==> config.mk <==
export PLATFORM = sky130hd
export DESIGN_NAME = lsu_ctrl
export DESIGN_NICKNAME = d
export VERILOG_FILES = /design/src/rtl/lsu_ctrl_pkg.sv /design/src/rtl/lsu_lane.sv /design/src/rtl/lsu_ctrl.sv
export SDC_FILE = /design/constraint.sdc
export NUM_CORES = 1
export LEC_CHECK = 0
export CORE_ASPECT_RATIO = 1.2
export CORE_MARGIN = 2
export CORE_UTILIZATION = 42
export DETAILED_ROUTE_END_ITERATION = 6
export GPL_TIMING_DRIVEN = 0
export HOLD_SLACK_MARGIN = 0.03
export PLACE_DENSITY = 0.89
export SLEW_MARGIN = 20
export SYNTH_ARGS = -nofsm -noshare
export SYNTH_HDL_FRONTEND = slang
export SYNTH_SLANG_ARGS = --single-unit
==> constraint.sdc <==
create_clock -name clock -period 1.7 [get_ports clock]
set_input_delay 0.17 -clock clock [delete_from_list [all_inputs] [get_ports clock]]
set_output_delay 0.17 -clock clock [all_outputs]
set_load 0.01 [all_outputs]
==> src/rtl/lsu_ctrl_pkg.sv <==
// lsu_ctrl_pkg: shared definitions for the load/store controller.
//   - DATA_W       : data path width (fixed at 32, four byte lanes)
//   - SZ_*         : request size encodings
//   - state_e      : controller FSM states
//   - is_misaligned: alignment check for a size / low address pair
package lsu_ctrl_pkg;

  localparam int DATA_W = 32;

  localparam logic [1:0] SZ_BYTE = 2'd0;
  localparam logic [1:0] SZ_HALF = 2'd1;
  localparam logic [1:0] SZ_WORD = 2'd2;

  typedef enum logic [1:0] {
    IDLE  = 2'd0,
    READ  = 2'd1,
    WRITE = 2'd2,
    RESP  = 2'd3
  } state_e;

  // Size 3 has no defined width, so it is rejected like any misaligned access.
  function automatic logic is_misaligned(input logic [1:0] size, input logic [1:0] addr_lo);
    logic res;
    case (size)
      SZ_BYTE: res = 1'b0;
      SZ_HALF: res = addr_lo[0];
      SZ_WORD: res = (addr_lo != 2'b00);
      default: res = 1'b1;
    endcase
    return res;
  endfunction

endpackage

==> src/rtl/lsu_lane.sv <==
// lsu_lane: combinational byte-lane logic for the load/store controller.
//   size_i     : access size (SZ_BYTE / SZ_HALF / SZ_WORD)
//   addr_lo_i  : byte offset within the word (addr[1:0])
//   unsigned_i : 1 = zero-extend loads, 0 = sign-extend
//   word_i     : full memory word
//   wdata_i    : right-justified sub-word store data
//   load_o     : selected lane, extended to 32 bits
//   merge_o    : word_i with the store data inserted at the selected lane
module lsu_lane
  import lsu_ctrl_pkg::*;
(
  input  logic [1:0]        size_i,
  input  logic [1:0]        addr_lo_i,
  input  logic              unsigned_i,
  input  logic [DATA_W-1:0] word_i,
  input  logic [15:0]       wdata_i,
  output logic [DATA_W-1:0] load_o,
  output logic [DATA_W-1:0] merge_o
);

  logic [7:0]  byte_sel;
  logic [15:0] half_sel;

  // Load path: little-endian lane select, then extension.
  always_comb begin
    case (addr_lo_i)
      2'd0:    byte_sel = word_i[7:0];
      2'd1:    byte_sel = word_i[15:8];
      2'd2:    byte_sel = word_i[23:16];
      default: byte_sel = word_i[31:24];
    endcase
    half_sel = addr_lo_i[1] ? word_i[31:16] : word_i[15:0];

    case (size_i)
      SZ_BYTE: load_o = {{24{~unsigned_i & byte_sel[7]}}, byte_sel};
      SZ_HALF: load_o = {{16{~unsigned_i & half_sel[15]}}, half_sel};
      default: load_o = word_i;
    endcase
  end

  // Store path: overwrite only the addressed lane(s), keep the rest.
  always_comb begin
    merge_o = word_i;
    case (size_i)
      SZ_BYTE: begin
        case (addr_lo_i)
          2'd0:    merge_o[7:0]   = wdata_i[7:0];
          2'd1:    merge_o[15:8]  = wdata_i[7:0];
          2'd2:    merge_o[23:16] = wdata_i[7:0];
          default: merge_o[31:24] = wdata_i[7:0];
        endcase
      end
      SZ_HALF: begin
        if (addr_lo_i[1]) merge_o[31:16] = wdata_i;
        else              merge_o[15:0]  = wdata_i;
      end
      default: merge_o = word_i;
    endcase
  end

endmodule

==> src/rtl/lsu_ctrl.sv <==
// lsu_ctrl: load/store initiator between the core memory stage and a
// word-addressed data memory (combinational read, write on posedge).
//   clock, reset_n            : clock, synchronous active-low reset
//   req_valid / req_ready     : request handshake (ready only in IDLE)
//   req_write, req_size,
//   req_unsigned, req_addr,
//   req_wdata                 : request fields, latched on accept
//   resp_valid, resp_rdata,
//   resp_misaligned           : one-cycle completion pulse and result
//   mem_addr, mem_wdata,
//   mem_we, mem_rdata         : data memory interface
module lsu_ctrl
  import lsu_ctrl_pkg::*;
#(
  parameter int ADDR_W = 32,
  parameter int DATA_W = 32
) (
  input  logic              clock,
  input  logic              reset_n,
  input  logic              req_valid,
  output logic              req_ready,
  input  logic              req_write,
  input  logic [1:0]        req_size,
  input  logic              req_unsigned,
  input  logic [ADDR_W-1:0] req_addr,
  input  logic [DATA_W-1:0] req_wdata,
  output logic              resp_valid,
  output logic [DATA_W-1:0] resp_rdata,
  output logic              resp_misaligned,
  output logic [ADDR_W-1:0] mem_addr,
  output logic [DATA_W-1:0] mem_wdata,
  output logic              mem_we,
  input  logic [DATA_W-1:0] mem_rdata
);

  state_e state_q, state_d;

  // Latched request fields. Only the low halfword of store data is kept:
  // full-word stores load mem_wdata directly on the accept edge.
  logic        write_q,    write_d;
  logic [1:0]  size_q,     size_d;
  logic        unsigned_q, unsigned_d;
  logic [1:0]  addr_lo_q,  addr_lo_d;
  logic [15:0] wdata_q,    wdata_d;

  logic              resp_valid_q, resp_valid_d;
  logic [DATA_W-1:0] resp_rdata_q, resp_rdata_d;
  logic              resp_mis_q,   resp_mis_d;
  logic [ADDR_W-1:0] mem_addr_q,   mem_addr_d;
  logic [DATA_W-1:0] mem_wdata_q,  mem_wdata_d;
  logic              mem_we_q,     mem_we_d;

  logic              accept;
  logic              req_mis;
  logic [DATA_W-1:0] lane_load;
  logic [DATA_W-1:0] lane_merge;

  assign accept  = req_valid && (state_q == IDLE);
  assign req_mis = is_misaligned(req_size, req_addr[1:0]);

  lsu_lane u_lane (
    .size_i     (size_q),
    .addr_lo_i  (addr_lo_q),
    .unsigned_i (unsigned_q),
    .word_i     (mem_rdata),
    .wdata_i    (wdata_q),
    .load_o     (lane_load),
    .merge_o    (lane_merge)
  );

  // State and output registers.
  always_ff @(posedge clock) begin
    if (!reset_n) begin
      state_q      <= IDLE;
      write_q      <= 1'b0;
      size_q       <= SZ_BYTE;
      unsigned_q   <= 1'b0;
      addr_lo_q    <= 2'b00;
      wdata_q      <= '0;
      resp_valid_q <= 1'b0;
      resp_rdata_q <= '0;
      resp_mis_q   <= 1'b0;
      mem_addr_q   <= '0;
      mem_wdata_q  <= '0;
      mem_we_q     <= 1'b0;
    end else begin
      state_q      <= state_d;
      write_q      <= write_d;
      size_q       <= size_d;
      unsigned_q   <= unsigned_d;
      addr_lo_q    <= addr_lo_d;
      wdata_q      <= wdata_d;
      resp_valid_q <= resp_valid_d;
      resp_rdata_q <= resp_rdata_d;
      resp_mis_q   <= resp_mis_d;
      mem_addr_q   <= mem_addr_d;
      mem_wdata_q  <= mem_wdata_d;
      mem_we_q     <= mem_we_d;
    end
  end

  // Next-state logic.
  always_comb begin
    state_d = state_q;
    case (state_q)
      IDLE: begin
        if (accept) begin
          if (req_mis)                              state_d = RESP;
          else if (req_write && req_size == SZ_WORD) state_d = WRITE;
          else                                      state_d = READ;
        end
      end
      READ:    state_d = write_q ? WRITE : RESP;
      WRITE:   state_d = RESP;
      default: state_d = IDLE;
    endcase
  end

  // Next values of the latched fields and registered outputs.
  always_comb begin
    write_d      = write_q;
    size_d       = size_q;
    unsigned_d   = unsigned_q;
    addr_lo_d    = addr_lo_q;
    wdata_d      = wdata_q;
    mem_addr_d   = mem_addr_q;
    mem_wdata_d  = mem_wdata_q;
    resp_rdata_d = '0;
    resp_mis_d   = 1'b0;
    resp_valid_d = (state_d == RESP);
    mem_we_d     = (state_d == WRITE);

    case (state_q)
      IDLE: begin
        if (accept) begin
          write_d    = req_write;
          size_d     = req_size;
          unsigned_d = req_unsigned;
          addr_lo_d  = req_addr[1:0];
          wdata_d    = req_wdata[15:0];
          resp_mis_d = req_mis;
          // A misaligned request never touches the memory interface.
          if (!req_mis) begin
            mem_addr_d = {req_addr[ADDR_W-1:2], 2'b00};
            if (req_write && req_size == SZ_WORD) mem_wdata_d = req_wdata;
          end
        end
      end
      READ: begin
        // mem_rdata is valid this cycle; capture the result at the edge.
        if (write_q) mem_wdata_d  = lane_merge;
        else         resp_rdata_d = lane_load;
      end
      default: ;
    endcase
  end

  // Gating with reset_n keeps a reset edge from committing a write or
  // signalling a response from the transaction being aborted.
  assign req_ready       = (state_q == IDLE);
  assign resp_valid      = resp_valid_q & reset_n;
  assign resp_rdata      = resp_rdata_q;
  assign resp_misaligned = resp_mis_q;
  assign mem_addr        = mem_addr_q;
  assign mem_wdata       = mem_wdata_q;
  assign mem_we          = mem_we_q & reset_n;

endmodule

== After elaboration in Yosys (flattened, before gate mapping) ==
Index checks and enable logic that the tools add are counted.
Widths: inputs -> output; s select.

* Eq/ne operators: 13
* Muxes and demuxes: 21
* Bitwise logic cells: 8
* Reductions and logical operators: 14

{| class="wikitable"
|+ Operator list
! operator !! count
|-
| $pmux 32 s2 || 3
|-
| $mux 32 || 4
|-
| $mux 16 || 3
|-
| $mux 8 || 4
|-
| $pmux 8 s3 || 1
|-
| $eq 2x2->1 const B || 5
|-
| $eq 2x1->1 const B || 4
|-
| $logic_not 2->1 || 4
|-
| $mux 2 || 3
|-
| $pmux 2 s3 || 1
|-
| $reduce_and 3->1 || 2
|-
| $reduce_or 3->1 || 2
|-
| $reduce_and 5->1 || 1
|-
| $and 1x1->1 || 4
|-
| $ne 2x1->1 const B || 2
|-
| $ne 2x2->1 const B || 2
|-
| $not 1->1 || 4
|-
| $reduce_bool 2->1 || 2
|-
| $pmux 1 s3 || 1
|-
| $logic_and 1x1->1 || 2
|-
| $reduce_and 2->1 || 1
|-
| $mux 1 || 1
|}

* Register bits: 121
* Input port bits: 103
* Output and inout bits: 100
* Logic and storage cells: 68

== Longest topological paths before layout ==
Gate-level depths: netlist of run 1.

* Depth after elaboration: 7
* Gate-level depth with buffers: 8
* Gate-level depth less buffers: 6

== Hierarchy ==
A second synthesis of run 1 with hierarchy kept.

* Cell total of the unflattened synthesis: 774
* Area total of the unflattened synthesis: 6453.7 µm²

{| class="wikitable"
|+ Modules (own cells, without submodules)
! module !! times used !! cells an instance !! area an instance (µm²) !! seq. area each (µm²)
|-
| lsu_ctrl || 1 || 525 || 4722.0 || 2422.3
|-
| lsu_lane || 1 || 249 || 1731.7 || 0.0
|}

== Worst setup path before layout of run 1 ==
No wires, ideal clock.

* Path kind: register to register
* From: register state_q[0]
* To: register mem_wdata_q[13] (netlist: mem_wdata[13])
* Setup time: 0.116 ns
* Data arrival time: 1.653 ns
* Required time: 1.584 ns
* Path slack: -0.070 ns
* Cell stages (with the launch flop): 9
* Path buffers: 2
* Clock period less this slack: 1.770 ns
* Path through: dfxtp_1 > inv_1 > ha_1 > and2_1 > buf_6 > a32o_1 > buf_4 > a21o_1 > o211a_1

* Cells in the longest elaborated chain, start to end: 4
* Elaborated cells on any way between the ends: 10
* Those cells by class: 5 x eq/ne; 1 x mux; 4 x reduce/logical

{| class="wikitable"
|+ Ends and longest elaborated chain
! what !! line !! source
|-
| from (decl) || lsu_ctrl.sv:36 || <nowiki>state_e state_q, state_d;</nowiki>
|-
| from (signal assigned) || lsu_ctrl.sv:87 || <nowiki>state_q <= state_d;</nowiki>
|-
| $logic_not 2->1 (*) || -- ||
|-
| via req_ready || lsu_ctrl.sv:21 || <nowiki>output logic req_ready,</nowiki>
|-
| $logic_and 1x1->1 || lsu_ctrl.sv:58 || <nowiki>assign accept = req_valid && (state_q == IDLE);</nowiki>
|-
| $ne 2x1->1 (no line) || -- ||
|-
| $reduce_and 5->1 (no line) || -- ||
|-
| to (signal assigned) || lsu_ctrl.sv:97 || <nowiki>mem_wdata_q <= mem_wdata_d;</nowiki>
|-
| to (decl) || lsu_ctrl.sv:50 || <nowiki>logic [DATA_W-1:0] mem_wdata_q, mem_wdata_d;</nowiki>
|}

The timed path passes the listed nets; every way through them passes the cells marked *.
A chain may end at the register's enable or synchronous reset.

== Worst setup path after layout of run 1 ==
* From: register state_q[1]
* To: register mem_wdata_q[20] (netlist: mem_wdata[20])

* Cells in the longest elaborated chain, start to end: 4
* Elaborated cells on any way between the ends: 10
* Those cells by class: 5 x eq/ne; 1 x mux; 4 x reduce/logical

{| class="wikitable"
|+ Ends and longest elaborated chain
! what !! line
|-
| $logic_not 2->1 || lsu_ctrl.sv:58, lsu_ctrl.sv:133
|-
| $logic_and 1x1->1 || lsu_ctrl.sv:58
|-
| $ne 2x1->1 (no line) || --
|-
| $reduce_and 5->1 (no line) || --
|}

Parallel ways exist; a longest one is shown, timed or not.

==> results.cfg, run 1 <==
[grt]
gr-total-overflow = 0
grt_max_degree = 17
grt_pass1_wl_um = 34300
grt_usage = 0.289
antenna_found_initial = 0
grt_pass1_vias = 6515

[routing]
drt_iter0_markers = 738
wl_um = 22800
drc_errors = 0
wl_per_cell_um = 19.7
dr.pass1.iters = 5
routed_via_density = 5.78
vias = 6691
ant_nets = 0

[setup_path]
cp-end-kind = register
critPathBufInv = 4
crit_path_max_incr_delay_ns = 0.36
critPathMaxFanout = 10
crit_arrival_ns = 1.99
worstSetupPathType = register to register
path_delay_family = buffers and inverters
slowest_stage = dfxtp_4
path_cells = inv_4 > ha_2 > buf_6 > clkbuf_4 > buf_4 > a31oi_1 > a21o_1
critPathLaunchType = register
crit_required_ns = 2.01

[clock_tree]
cts_tree = done
clock_sinks = 121
cts_made_buffers = 17
clkLatencyLatePin_ns = 0.42
h-tree-depth = 4
clkTransAtPathRegs_ns = 0.06
cts_root_buffer = clkbuf_16
clockBufferDepth = 2

[sta]
fin_skew_ns = 0.00952
hold_violations = 0
slew_headroom = 0.581
slew_viol_final = 0
fmax_mhz = 598
tightest_slew_ns = 0.629
fin_crit_sh = 0.984
setup-tns-final_ns = 0
setup_viol = 0
fin_crit_ns = 1.67

[flow_run]
cap_violations = 0

[placed_design]
dp_hpwl_um = 17000
placed_area_sq_mm = 0.00827
globalplace.congestion = 0.987
io_buffer_count = 200
placed_cells = 1115

[synthesis]
synth_edf_count = 0
synthesis.yosys.warnings = 0
synth-async-reset-ratio = 0
syn_inst = 739
synth_area_per_cell_sq_um = 8.17
syn_area_sq_mm = 0.00604
synth_seq_cells = 121
synth_flop_cell = dfxtp_1
ys_types = 58
yosysSeqAreaShare = 0.401

[layout]
drive_above_1_share = 0.143
antenna_cells = 0
fin_area_sq_mm = 0.00913
nets = 1077
finalNonFillerCells = 1157
syn_to_final_growth_pct = 51.2
n_fill_cell = 1163
final_util = 0.641

[die]
core-area_sq_mm = 0.0142
die_h_um = 135
die_w_um = 113
placementRows = 48
start_util = 0.424
top_level_ports = 203
die_area_sq_mm = 0.0154

[power]
p_leak_nw = 3.56
vdd_drop_max_v = 0.000627
power_density_mw_per_mm2 = 1340

[outcome]
status = finished, final reports clean

[min_path]
hp-class = primary input to register
## worst min-delay path, stage by stage
cell and delay, ns:
buf_2 0.14, nand2b_1 0.10, nor2_1 0.05
## sequential cells by signal (all words and copies together) (netlist names)
name,cells
mem_wdata,32
resp_rdata,32
mem_addr,30
wdata_q,16
addr_lo_q,2
size_q,2
state_q,2
mem_we_q,1
resp_misaligned,1
resp_valid_q,1
unsigned_q,1
write_q,1
## metrics by stage
step                      setup slack (ns)  hold WS [ns]  total power [mW]
after global placement               -1.06         0.442              8.04
after detailed placement             -1.06         0.449              8.12
after CTS                          0.00195        0.0848              11.9
after floorplan                     0.0161         0.306              6.21
final                               0.0273        0.0871              12.2
after global routing               -0.0141        0.0944              12.7
## path summary, 6_finish.rpt
path | from | depth (start not counted) | slack, ns | end
worst min-delay path | reset_n | 3 | 0.09 | state_q[0]
worst max register to register | state_q[1] | 7 | 0.03 | mem_wdata[20]
worst max-delay path | state_q[1] | 7 | 0.03 | mem_wdata[20]
worst min register to register | mem_addr[6] | 2 | 0.46 | mem_addr[6]
## report_power, final
group	internal [mW]	total (mW)	switching (mW)
clock network	2.22	3.56	1.34
logic	2.24	4.97	2.73
registers	3.35	3.68	0.332
total	7.81	12.2	4.41
## area by class of cell
cell class                      count  area, sq um  area share
Sequential cell                   121         2430       0.267
Inverter                           16         62.6     0.00685
Clock buffer                       20          457      0.0500
Buffer                             69          457      0.0500
Tap cell                          175          219      0.0240
Multi-Input combinational cell    533         3290       0.361
Timing Repair Buffer              212         2080       0.228
Clock inverter                     11          123      0.0134
## cell families after synthesis
family / share of synthesized area
DFF: 0.401
other: 0.000621
buffers and inverters: 0.0698
AOI/OAI and AO/OA: 0.271
and+or+nand+nor: 0.168
muxes: 0.0810
adders and majority gates: 0.00829
## cells in the mapped netlist, types with 3 or more instances
| master | number | area (sq um) |
|---|---|---|
| nand2_1 | 153 | 574 |
| o31ai_2 | 3 | 37.5 |
| buf_2 | 22 | 110 |
| o211ai_1 | 11 | 82.6 |
| o21ai_1 | 11 | 55.1 |
| o22a_1 | 5 | 43.8 |
| o22ai_1 | 11 | 68.8 |
| nand3b_1 | 3 | 22.5 |
| o2bb2ai_1 | 3 | 26.3 |
| nand2b_1 | 19 | 119 |
| a22oi_1 | 6 | 45.0 |
| o21bai_1 | 8 | 60.1 |
| a31oi_1 | 18 | 113 |
| clkbuf_1 | 32 | 120 |
| a32o_1 | 8 | 80.1 |
| dfxtp_1 | 121 | 2420 |
| mux2_2 | 4 | 45.0 |
| inv_1 | 13 | 48.8 |
| buf_6 | 3 | 33.8 |
| nor2b_1 | 3 | 18.8 |
| nand3_1 | 16 | 80.1 |
| ha_1 | 4 | 50.1 |
| a21o_1 | 18 | 135 |
| o221a_2 | 4 | 45.0 |
| and2_1 | 4 | 25.0 |
| buf_4 | 13 | 97.6 |
| o2111ai_1 | 12 | 105 |
| mux2i_1 | 43 | 430 |
| nor2_1 | 19 | 71.3 |
| inv_2 | 3 | 11.3 |
| a21oi_1 | 65 | 325 |
| o21ai_0 | 46 | 230 |
## routing by layer
metal,vias up,GRT usage,part of all wire
li1,3087,-,-
met1,3097,0.341,0.39
met2,426,0.498,0.49
met3,81,0.0600,0.085
met4,0,0.143,0.044
met5,-,0,0
## repair_timing
item                                    4_1_cts  5_1_grt
endpoints found under the setup margin       77       82
cloned                                        0        1
setup buffers                                 5        6
hold buffers                                  0        0
pin swaps                                     3        6
gates resized for setup                      48       49
## layout by cell type, fill, tap and decap left out, types with 10 or more instances in the layout
| master | count |
|---|---|
| a21o_1 | 18 |
| a21oi_1 | 63 |
| a31oi_1 | 18 |
| buf_2 | 15 |
| buf_4 | 24 |
| buf_6 | 10 |
| clkbuf_1 | 13 |
| clkbuf_16 | 18 |
| clkbuf_2 | 14 |
| clkdlybuf4s50_1 | 198 |
| dfxtp_1 | 117 |
| inv_1 | 10 |
| mux2i_1 | 43 |
| nand2_1 | 152 |
| nand2b_1 | 19 |
| nand3_1 | 16 |
| nor2_1 | 16 |
| o2111ai_1 | 11 |
| o211ai_1 | 11 |
| o21ai_0 | 39 |
| o21ai_1 | 18 |
| o22ai_1 | 11 |
(Power assumes the default switching activity.)
==> run 2, diff against run 1 <==
--- a/config.mk
+++ b/config.mk
@@ -11,6 +11,7 @@
 export DETAILED_ROUTE_END_ITERATION = 6
 export GPL_TIMING_DRIVEN = 0
 export HOLD_SLACK_MARGIN = 0.03
+export MAX_ROUTING_LAYER = met4
 export PLACE_DENSITY = 0.89
 export SLEW_MARGIN = 20
 export SYNTH_ARGS = -nofsm -noshare
==> results.cfg, run 2 (same netlist as run 1, synthesis figures left out) <==
[die]
core-area_sq_mm = 0.0142
die_h_um = 135
start_util = 0.424
top_level_ports = 203
die_w_um = 113
die_area_sq_mm = 0.0154
placementRows = 48

[layout]
antenna_cells = 0
fin_area_sq_mm = 0.00918
drive_above_1_share = 0.143
seq_area_sq_mm = 0.00243
multi_input_area_sq_mm = 0.00330
final_common_cell = clkdlybuf4s50_1
nets = 1077
syn_to_final_growth_pct = 52.0
n_fill_cell = 1113
final_cell_mix = clkdlybuf4s50_1 (198), nand2_1 (152), dfxtp_1 (117)

[min_path]
hold_depth = 3
hp-class = primary input to register
min_from = reset_n

[grt]
top_usage_layer = met2
use_met3 = 0.0523
grt_use_met2 = 0.502
grt_pass1_vias = 6436
grt_pass1_wl_um = 34100
grt_usage = 0.293
grt_max_degree = 17
gr-total-overflow = 0
antenna_found_initial = 0
grtUsageMet1 = 0.343

[setup_path]
crit_required_ns = 2.03
path_cells = inv_2 > ha_4 > and2_4 > buf_4 > clkbuf_1 > nand2_1 > a21oi_1
rr_startpoint = state_q[0]
critPathLaunchType = register
slowest_stage = clkbuf_1
cp-end-kind = register
crit_path_max_incr_delay_ns = 0.44
cp-startpoint = state_q[0]
crit_arrival_ns = 2.04
critPathMaxFanout = 10
worstSetupPathType = register to register
r2r_cells = 7

[sta]
fin_crit_sh = 1.00
fin_skew_ns = 0.00675
fmax_mhz = 587
fin_crit_ns = 1.70
slew_headroom = 0.617
slew_viol_final = 0
tightest_slew_ns = 0.575
setup_viol = 1
hold_violations = 0
worst_slack_ns = -0.00341

[placed_design]
dp_slack_ns = -1.07
placed_area_sq_mm = 0.00827
globalplace.congestion = 1.01
io_buffer_count = 200
dp_hpwl_um = 17000

[routing]
wl_um = 22600
routed_via_density = 5.81
vias = 6723
drt_iter0_markers = 666
ant_nets = 0
dr.pass1.iters = 5
wl_per_cell_um = 19.5
drc_errors = 0

[power]
p_leak_nw = 3.58
power.internal_mw = 7.98
p_clk_frac = 0.304
vdd_drop_max_v = 0.000687
switching_share = 0.355
total_power_mw = 12.4
power.share.sequential = 0.296
switchingPower_mw = 4.40
power_density_mw_per_mm2 = 1350
combPwrFrac = 0.400

[clock_tree]
clock_sinks = 121
clkTransAtPathRegs_ns = 0.06
h-tree-depth = 4
cts_tree = done
hold_buffers = 0
cts_root_buffer = clkbuf_16
cts_made_buffers = 17
clkLatencyLatePin_ns = 0.41
clockBufferDepth = 2

[outcome]
status = finished with violations
failed_checks = negative setup slack

[flow_run]
cap_violations = 0
## run 2: timing repair
item                                    CTS  global route
gates resized for setup                  54            41
pin swaps                                 3             8
endpoints found under the setup margin   77            72
setup buffers                             3             7
cloned                                    1             1
## run 2: critical path: cells and delay by family, from the launching register on
kind	cells	cell delay [ns]
buffers and inverters	3	0.64
DFF	1	0.34
and+or+nand+nor	2	0.33
adders and majority gates	1	0.16
AOI/OAI and AO/OA	1	0.16
## run 2: worst paths after layout
path              slack (ns)           end
setup / recovery      -0.003  addr_lo_q[1]
hold / removal          0.09    state_q[0]
setup reg to reg      -0.003  addr_lo_q[1]
hold reg to reg         0.45  mem_addr[27]
## run 2: per-layer routing
layer  part of all wire  vias to the layer above
met4              0.034                        0
met3              0.088                       62
li1                   -                     3093
met1               0.38                     3148
met5                  0                        -
met2               0.50                      420
## run 2: per-stage QoR
step	util	cells	setup TNS [ns]	hold WS [ns]
finish	0.645	1158	-0.00341	0.0946
global route	0.645	1158	-0.110	0.110
CTS	0.636	1151	-0.00509	0.0896
detailed placement	0.581	1115	-32.16	0.449
global placement	0.581	1115	-28.97	0.441
floorplan	-	740	0	0.306
## run 2: final cells by class
cell class	count	share of cell area
Timing Repair Buffer	212	0.228
Tap cell	175	0.0239
Sequential cell	121	0.265
Clock buffer	19	0.0494
Clock inverter	13	0.0184
Inverter	16	0.00654
Multi-Input combinational cell	533	0.360
Buffer	69	0.0494
## run 2: power groups by stage
| stage | Clock [mW] | Combinational [mW] | Sequential (mW) |
|---|---|---|---|
| detailed placement | 0 | 4.42 | 3.71 |
| finish | 3.76 | 4.96 | 3.67 |
| global placement | 0 | 4.36 | 3.69 |
| CTS | 3.80 | 4.67 | 3.65 |
| global route | 3.93 | 5.29 | 3.72 |
| floorplan | 0 | 2.41 | 3.80 |
